`src/rtl/rf_pkg.sv`:
```
// Shared types and constants for the register-file write queue.
package rf_pkg;

  localparam int AW = 5;
  localparam int DW = 32;

  localparam logic [AW-1:0] REG_ZERO = 5'd0;

  // One pending register write: destination and value.
  typedef struct packed {
    logic [AW-1:0] addr;
    logic [DW-1:0] data;
  } rf_wr_t;

  // r0 is hard-wired zero, so writes to it are never queued or forwarded.
  function automatic logic is_zero_reg(input logic [AW-1:0] addr);
    return (addr == REG_ZERO);
  endfunction

endpackage

```
`src/rtl/rf_write_queue_if.sv`:
```
// Request (ALU, load) and register-file write-port bundle of the write queue.
interface rf_write_queue_if;
  import rf_pkg::*;

  logic          alu_valid;
  logic [AW-1:0] alu_addr;
  logic [DW-1:0] alu_data;
  logic          alu_ready;

  logic          mem_valid;
  logic [AW-1:0] mem_addr;
  logic [DW-1:0] mem_data;
  logic          mem_ready;

  logic          rf_we;
  logic [AW-1:0] rf_waddr;
  logic [DW-1:0] rf_wdata;
  logic          rf_ready;

  // The write queue itself.
  modport slave (
    input  alu_valid, alu_addr, alu_data,
    output alu_ready,
    input  mem_valid, mem_addr, mem_data,
    output mem_ready,
    output rf_we, rf_waddr, rf_wdata,
    input  rf_ready
  );

  // Producers of requests and the register file side.
  modport master (
    output alu_valid, alu_addr, alu_data,
    input  alu_ready,
    output mem_valid, mem_addr, mem_data,
    input  mem_ready,
    input  rf_we, rf_waddr, rf_wdata,
    output rf_ready
  );

endinterface

```
`src/rtl/rf_wq_fifo.sv`:
```
// In-order storage for pending register writes: entry array, wrapping
// read/write pointers and an occupancy count that separates full from empty.
module rf_wq_fifo
  import rf_pkg::*;
#(
  parameter int DEPTH = 4
) (
  input  logic                     clk,
  input  logic                     rst_n,
  input  logic                     push_i,
  input  rf_wr_t                   push_data_i,
  input  logic                     pop_i,
  output logic [$clog2(DEPTH):0]   count_o,
  output logic [$clog2(DEPTH)-1:0] rd_ptr_o,
  output rf_wr_t [DEPTH-1:0]       entries_o
);

  localparam int PW = $clog2(DEPTH);
  localparam int CW = $clog2(DEPTH) + 1;

  logic [PW-1:0]      wr_ptr_q, wr_ptr_d;
  logic [PW-1:0]      rd_ptr_q, rd_ptr_d;
  logic [CW-1:0]      count_q, count_d;
  rf_wr_t [DEPTH-1:0] mem_q;
  logic               do_push_s;
  logic               do_pop_s;

  // Next-state for pointers and count; pushes into a full queue and pops of an
  // empty one are ignored so the count can never wrap.
  always_comb begin
    do_push_s = push_i && (count_q != CW'(DEPTH));
    do_pop_s  = pop_i && (count_q != '0);
    wr_ptr_d  = do_push_s ? (wr_ptr_q + PW'(1)) : wr_ptr_q;
    rd_ptr_d  = do_pop_s  ? (rd_ptr_q + PW'(1)) : rd_ptr_q;
    case ({do_push_s, do_pop_s})
      2'b10:   count_d = count_q + CW'(1);
      2'b01:   count_d = count_q - CW'(1);
      default: count_d = count_q;
    endcase
  end

  // Pointer and count registers; reset discards everything queued.
  always_ff @(posedge clk or negedge rst_n) begin
    if (!rst_n) begin
      wr_ptr_q <= '0;
      rd_ptr_q <= '0;
      count_q  <= '0;
    end else begin
      wr_ptr_q <= wr_ptr_d;
      rd_ptr_q <= rd_ptr_d;
      count_q  <= count_d;
    end
  end

  // Entry storage; contents are only meaningful where the count says so.
  always_ff @(posedge clk) begin
    if (do_push_s) begin
      mem_q[wr_ptr_q] <= push_data_i;
    end
  end

  assign count_o   = count_q;
  assign rd_ptr_o  = rd_ptr_q;
  assign entries_o = mem_q;

endmodule

```
`src/rtl/rf_write_queue.sv`:
```
// Write-side front end of the register file: arbitrates ALU/load requests
// (load first), drops r0 writes, drains the queue head into the write port and
// lets decode read through writes that have not landed yet.
module rf_write_queue
  import rf_pkg::*;
#(
  parameter int DEPTH = 4
) (
  input  logic                   clk,
  input  logic                   rst_n,
  rf_write_queue_if.slave        bus,
  input  logic [AW-1:0]          rd_addr1_i,
  input  logic [AW-1:0]          rd_addr2_i,
  output logic                   pend1_o,
  output logic                   pend2_o,
  output logic [DW-1:0]          fwd1_o,
  output logic [DW-1:0]          fwd2_o,
  output logic [$clog2(DEPTH):0] count_o
);

  localparam int PW = $clog2(DEPTH);
  localparam int CW = $clog2(DEPTH) + 1;

  logic [CW-1:0]      count_s;
  logic [PW-1:0]      rd_ptr_s;
  rf_wr_t [DEPTH-1:0] entries_s;
  rf_wr_t             head_s;
  rf_wr_t             push_data_s;
  logic               push_s;
  logic               full_s;
  logic               mem_acc_s;
  logic               alu_acc_s;
  logic               we_s;
  logic               hit1_s;
  logic               hit2_s;

  // Enqueue arbitration. Readiness looks only at the current count, so a full
  // queue refuses even when the head is leaving this cycle.
  always_comb begin
    full_s        = (count_s == CW'(DEPTH));
    bus.mem_ready = !full_s;
    bus.alu_ready = !full_s && !bus.mem_valid;
    mem_acc_s     = bus.mem_valid && !full_s;
    alu_acc_s     = bus.alu_valid && !full_s && !bus.mem_valid;
    if (mem_acc_s) begin
      push_data_s = '{addr: bus.mem_addr, data: bus.mem_data};
      push_s      = !is_zero_reg(bus.mem_addr);
    end else begin
      push_data_s = '{addr: bus.alu_addr, data: bus.alu_data};
      push_s      = alu_acc_s && !is_zero_reg(bus.alu_addr);
    end
  end

  rf_wq_fifo #(
    .DEPTH (DEPTH)
  ) u_fifo (
    .clk         (clk),
    .rst_n       (rst_n),
    .push_i      (push_s),
    .push_data_i (push_data_s),
    .pop_i       (we_s && bus.rf_ready),
    .count_o     (count_s),
    .rd_ptr_o    (rd_ptr_s),
    .entries_o   (entries_s)
  );

  assign head_s  = entries_s[rd_ptr_s];
  assign count_o = count_s;

  // Drain port: head entry straight from storage, forced to zero when empty
  // so stale storage never reaches the register file pins.
  always_comb begin
    we_s      = (count_s != '0);
    bus.rf_we = we_s;
    if (we_s) begin
      bus.rf_waddr = head_s.addr;
      bus.rf_wdata = head_s.data;
    end else begin
      bus.rf_waddr = '0;
      bus.rf_wdata = '0;
    end
  end

  // Lookup/forward: walk valid entries oldest to youngest so the last match
  // seen (the youngest) supplies the forwarded data.
  always_comb begin
    pend1_o = 1'b0;
    pend2_o = 1'b0;
    fwd1_o  = '0;
    fwd2_o  = '0;
    hit1_s  = 1'b0;
    hit2_s  = 1'b0;
    for (int i = 0; i < DEPTH; i++) begin
      hit1_s  = (CW'(i) < count_s) && !is_zero_reg(rd_addr1_i) &&
                (entries_s[rd_ptr_s + PW'(i)].addr == rd_addr1_i);
      hit2_s  = (CW'(i) < count_s) && !is_zero_reg(rd_addr2_i) &&
                (entries_s[rd_ptr_s + PW'(i)].addr == rd_addr2_i);
      pend1_o = pend1_o | hit1_s;
      pend2_o = pend2_o | hit2_s;
      fwd1_o  = hit1_s ? entries_s[rd_ptr_s + PW'(i)].data : fwd1_o;
      fwd2_o  = hit2_s ? entries_s[rd_ptr_s + PW'(i)].data : fwd2_o;
    end
  end

endmodule

```
`src/flat_wrapper.sv`:
```
// flat-port wrapper written by rule: the top's interface ports become plain ports
module rf_write_queue_flat import rf_pkg::*;
#(
  parameter int DEPTH = 4
)
  (clk, rst_n, rd_addr1_i, rd_addr2_i, pend1_o, pend2_o, fwd1_o, fwd2_o, count_o, bus_alu_valid, bus_alu_addr, bus_alu_data, bus_alu_ready, bus_mem_valid, bus_mem_addr, bus_mem_data, bus_mem_ready, bus_rf_we, bus_rf_waddr, bus_rf_wdata, bus_rf_ready);
  rf_write_queue_if bus_i ();
  input  logic clk;
  input  logic rst_n;
  input  logic [AW-1:0] rd_addr1_i;
  input  logic [AW-1:0] rd_addr2_i;
  output logic pend1_o;
  output logic pend2_o;
  output logic [DW-1:0] fwd1_o;
  output logic [DW-1:0] fwd2_o;
  output logic [$clog2(DEPTH):0] count_o;
  input wire logic [$bits(bus_i.alu_valid)-1:0] bus_alu_valid;
  input wire logic [$bits(bus_i.alu_addr)-1:0] bus_alu_addr;
  input wire logic [$bits(bus_i.alu_data)-1:0] bus_alu_data;
  output wire logic [$bits(bus_i.alu_ready)-1:0] bus_alu_ready;
  input wire logic [$bits(bus_i.mem_valid)-1:0] bus_mem_valid;
  input wire logic [$bits(bus_i.mem_addr)-1:0] bus_mem_addr;
  input wire logic [$bits(bus_i.mem_data)-1:0] bus_mem_data;
  output wire logic [$bits(bus_i.mem_ready)-1:0] bus_mem_ready;
  output wire logic [$bits(bus_i.rf_we)-1:0] bus_rf_we;
  output wire logic [$bits(bus_i.rf_waddr)-1:0] bus_rf_waddr;
  output wire logic [$bits(bus_i.rf_wdata)-1:0] bus_rf_wdata;
  input wire logic [$bits(bus_i.rf_ready)-1:0] bus_rf_ready;
  assign bus_i.alu_valid = bus_alu_valid;
  assign bus_i.alu_addr = bus_alu_addr;
  assign bus_i.alu_data = bus_alu_data;
  assign bus_alu_ready = bus_i.alu_ready;
  assign bus_i.mem_valid = bus_mem_valid;
  assign bus_i.mem_addr = bus_mem_addr;
  assign bus_i.mem_data = bus_mem_data;
  assign bus_mem_ready = bus_i.mem_ready;
  assign bus_rf_we = bus_i.rf_we;
  assign bus_rf_waddr = bus_i.rf_waddr;
  assign bus_rf_wdata = bus_i.rf_wdata;
  assign bus_i.rf_ready = bus_rf_ready;
  rf_write_queue #(.DEPTH(DEPTH)) u_core (.clk(clk), .rst_n(rst_n), .bus(bus_i), .rd_addr1_i(rd_addr1_i), .rd_addr2_i(rd_addr2_i), .pend1_o(pend1_o), .pend2_o(pend2_o), .fwd1_o(fwd1_o), .fwd2_o(fwd2_o), .count_o(count_o));
endmodule
```
`config.mk`:
```
export PLATFORM = sky130hd
export DESIGN_NAME = rf_write_queue_flat
export DESIGN_NICKNAME = d
export VERILOG_FILES = /design/src/rtl/rf_pkg.sv /design/src/rtl/rf_write_queue_if.sv /design/src/rtl/rf_wq_fifo.sv /design/src/rtl/rf_write_queue.sv /design/src/flat_wrapper.sv
export SDC_FILE = /design/constraint.sdc
export NUM_CORES = 1
export LEC_CHECK = 0
export CAP_MARGIN = 15
export CORE_MARGIN = 3
export CORE_UTILIZATION = 59
export DETAILED_ROUTE_END_ITERATION = 8
export GPL_ROUTABILITY_DRIVEN = 0
export PLACE_DENSITY = 0.92
export SYNTH_ARGS = -nofsm -noshare
export SYNTH_HDL_FRONTEND = slang
export SYNTH_SLANG_ARGS = --single-unit
```
`constraint.sdc`:
```
create_clock -name clk -period 4.3 [get_ports clk]
set_input_delay 0.645 -clock clk [delete_from_list [all_inputs] [get_ports clk]]
set_output_delay 0.645 -clock clk [all_outputs]
set_load 0.02 [all_outputs]
```
==> flow_metrics.env <==
export IMPL_synth_async_reset_ratio_pct=4.516
export IMPL_slowest_stage="dfrtp_4"
export IMPL_syn_avg_cell_area_um2=10.22
export IMPL_drt_vias_per_instance=6.531
export IMPL_worstPathCellList="buf_4 > mux2i_2 > xnor2_1 > nor4_2 > mux2i_2 > nor4_4 > buf_4 > nor2_2 > buf_4 > a221oi_2 > dlygate4sd2_1"
export IMPL_drc=0
export IMPL_drive_gt1_share_pct=22.58
export IMPL_worstPathRequired_ps=3650
export IMPL_r2r_end="u_core.u_fifo.entries_o[37]"
export IMPL_fin_setup_tns_ps=0
export IMPL_crit_path_end_kind="output port"
export IMPL_setup_viol=0
export IMPL_clk_pin_slew_ps=70
export IMPL_m1WireLength_um=13190
export IMPL_cellPowerDensity_mw_per_mm2=809.2
export IMPL_yosys_warnings=0
export IMPL_nets=1427
export IMPL_syn_nets=1235
export IMPL_worst_path_buf_inv=4
export IMPL_grt_pass1_wl_um=55660
export IMPL_grt_pass1_vias=10627
export IMPL_fp_dieW_um=146.3
export IMPL_p_leak_nw=5.731
export IMPL_crit_path_max_fanout=8
export IMPL_fin_worst_skew_ps=6.481
export IMPL_max_slew_margin_pct=31.77
export IMPL_status="completed"
export IMPL_cts_tree="yes"
export IMPL_wl_met2_um=17600
export IMPL_hold_violations=0
export IMPL_hold_path_class="input pin to async pin"
export IMPL_first_pass_iters=5
export IMPL_n_fill_cell=1171
export IMPL_placedCellCount=1555
export IMPL_io_pins=198
export IMPL_antenna_left=0
export IMPL_synth_edf_count=148
export IMPL_hpwl_um=23610
export IMPL_io_buffers=197
export IMPL_via_count=10462
export IMPL_wirelength_um=35990
export IMPL_rows=50
export IMPL_grt_usage_pct=32.54
export IMPL_dr_wl_met3_um=3543
export IMPL_coreArea_mm2=0.01902
export IMPL_maxSlewViolCount=0
export IMPL_grt_start_max_net_pins=102
export IMPL_antennaDiodeCount=0
export IMPL_start_kind="flip-flop"
export IMPL_fmax_mhz=237.6
export IMPL_r2r_cells=5
export IMPL_cts_root_buf="clkbuf_16"
export IMPL_insertion_delay_ps=430
export IMPL_start_util_pct=61.10
export IMPL_htree_levels=4
export IMPL_crit_family="buffers and inverters"
export IMPL_finalCritPeriodShare_pct=97.89
export IMPL_layoutNonFillerInstCount=1602
export IMPL_maxCapViolCount=0
export IMPL_slowest_delay_ps=510
export IMPL_die_h_um=146.3
export IMPL_synth_cell_types=53
export IMPL_antenna_found_initial=0
export IMPL_cts_buffer_depth=2
export IMPL_synth_area_mm2=0.01162
export IMPL_r2r_start="u_core.u_fifo.count_o[0]"
export IMPL_drtIter0Drc=1295
export IMPL_tightest_slew_ps=1023
export IMPL_criticalPathCategory="flip-flop to output port"
export IMPL_syn_to_final_growth_pct=27.78
export IMPL_drt_wirelength_per_cell_um=22.47
export IMPL_syn_inst=1137
export IMPL_cts_sinks=155
export IMPL_dieArea_mm2=0.02141
export IMPL_seq_area_frac_synth_pct=39.75
export IMPL_ir_drop_v=0.0005927
export IMPL_crit_top_cell="buf_4"
export IMPL_globalRoute_totalOverflow=0
export IMPL_r2r_setup_slack_ps=1730
export IMPL_cts_made_buffers=17
export IMPL_synthFlopType="edfxtp_1"
export IMPL_ys_ff_latch=155
export IMPL_finalCriticalPeriod_ps=4209
export IMPL_topRoutingLayerUsed="met4"
export IMPL_crit_arrival_ps=3560
==> layout make-up <==
cell class | count | area (um^2) | area share [%]
clock buffer | 18 | 429.2 | 2.890
clock inverter | 14 | 183.9 | 1.239
inverter | 38 | 145.1 | 0.9775
multi-input combinational | 847 | 6558 | 44.16
sequential | 155 | 4627 | 31.16
tap | 260 | 325.3 | 2.191
timing repair buffer | 270 | 2580 | 17.38
==> cells in the final DEF (no fill, tap or decap), types with 4 or more instances in the layout <==
| master | netlist | routed |
|---|---|---|
| xnor2_1 | 42 | 42 |
| o221ai_2 | 10 | 10 |
| mux2i_2 | 6 | 10 |
| a21oi_1 | 71 | 71 |
| mux2i_4 | 0 | 4 |
| nor2_1 | 98 | 97 |
| dlygate4sd2_1 | 0 | 47 |
| o21ai_1 | 10 | 10 |
| inv_6 | 0 | 5 |
| edfxtp_1 | 148 | 148 |
| buf_12 | 0 | 11 |
| clkbuf_2 | 0 | 9 |
| o21ai_0 | 61 | 59 |
| clkdlybuf4s50_1 | 0 | 132 |
| ha_1 | 9 | 9 |
| mux2_2 | 99 | 99 |
| mux4_2 | 9 | 9 |
| mux2i_1 | 105 | 97 |
| nor4_2 | 1 | 5 |
| nor2b_1 | 31 | 29 |
| clkinvlp_4 | 0 | 4 |
| inv_1 | 38 | 37 |
| a211oi_1 | 43 | 42 |
| nand2_1 | 97 | 97 |
| clkbuf_16 | 0 | 18 |
| dfrtp_1 | 7 | 5 |
| o22a_1 | 8 | 8 |
| a221oi_2 | 30 | 30 |
| and2_1 | 31 | 26 |
| buf_4 | 6 | 61 |
| nor4_1 | 8 | 4 |
| nor3_1 | 23 | 23 |
| xor2_1 | 11 | 11 |
| clkdlybuf4s15_1 | 0 | 5 |
| and2_2 | 0 | 5 |
| o221ai_1 | 11 | 11 |
==> worst max-delay path by stage <==
stage	slack, ps	endpoint	cells past startpoint	start
floorplan	780	fwd1_o[1]	10	rd_addr1_i[1]
global placement	-10	fwd1_o[1]	10	rd_addr1_i[4]
detailed placement	-50	fwd1_o[11]	9	rd_addr1_i[4]
CTS	4	fwd2_o[1]	8	u_core.u_fifo.rd_ptr_o[1]
global route	-4	fwd2_o[19]	9	u_core.u_fifo.rd_ptr_o[0]
finish	90	fwd1_o[27]	11	u_core.u_fifo.rd_ptr_o[1]
==> where the power goes <==
group	switching (mW)	internal [mW]
sequential	0.265	2.17
combinational	4.79	3.20
clock	0.666	0.927
==> repair_timing <==
action                                  in CTS  in global routing
pin swaps                                    3                  2
endpoints found under the setup margin      65                 56
cloned                                       1                  1
hold buffers                                 0                  0
buffers inserted                            13                  0
gates resized for setup                     72                 40
==> metrics by stage <==
| stage | setup slack, ps | util (%) | power (mW) | hold slack (ps) | cell area, um^2 |
|---|---|---|---|---|---|
| after global routing | -3.737 | 78.07 | 12.59 | 497.6 | 14850 |
| final | 90.77 | 78.07 | 12.01 | 478.4 | 14850 |
| after floorplan | 777.8 | - | 7.541 | 349.4 | 11620 |
| after global placement | -12.22 | 74.16 | 9.996 | 598.2 | 14100 |
| after CTS | 3.577 | 77.77 | 11.80 | 482.7 | 14790 |
| after detailed placement | -53.72 | 74.16 | 10.26 | 637.3 | 14100 |
==> registers in the layout, indices dropped and copies added (netlist names) <==
name,cells
u_core.u_fifo.entries_o,148
u_core.u_fifo.count_o,3
u_core.u_fifo.rd_ptr_o,2
u_core.u_fifo.wr_ptr_q,2
==> metal layers <==
layer / global-route usage (%) / up-vias
met5: 0 / -
met2: 55.96 / 736
met4: 15.38 / 0
li1: - / 4604
met3: 7.232 / 155
met1: 38.88 / 4967
==> logic make-up after synthesis <==
kind of cell,share of synthesized area [%]
compound gates,16.84
flops,39.75
simple gates,12.20
mux,21.09
buf+inv,5.147
xor+xnor,3.995
fa+ha+maj,0.9691
==> cell usage after synthesis, types with 2 or more instances <==
cell type | count | share of area [%]
inv_1 | 38 | 1.2
mux2i_1 | 105 | 9.0
a211oi_1 | 43 | 2.8
buf_1 | 8 | 0.26
o221ai_2 | 10 | 1.3
ha_1 | 9 | 0.97
buf_2 | 28 | 1.2
dfrtp_1 | 7 | 1.5
buf_4 | 6 | 0.39
nand3_1 | 3 | 0.13
xor2_1 | 11 | 0.83
edfxtp_1 | 148 | 38
o211ai_1 | 2 | 0.13
mux2_2 | 99 | 9.6
a221oi_2 | 30 | 3.9
a21oi_1 | 71 | 3.1
nor3_1 | 23 | 0.99
a211o_1 | 2 | 0.15
or4_1 | 3 | 0.19
nand2_1 | 97 | 3.1
mux4_2 | 9 | 1.7
o41a_1 | 2 | 0.19
xnor2_1 | 42 | 3.2
and2_1 | 31 | 1.7
a31oi_1 | 2 | 0.11
o221ai_1 | 11 | 0.83
nor4_1 | 8 | 0.43
o22a_1 | 8 | 0.60
buf_6 | 4 | 0.39
mux2i_2 | 6 | 0.71
o21ai_1 | 10 | 0.43
nor2_2 | 2 | 0.11
nor2b_1 | 31 | 1.7
o21ai_0 | 61 | 2.6
clkbuf_1 | 52 | 1.7
nor2_1 | 98 | 3.2
No activity file was read; power rests on OpenSTA's default activity.
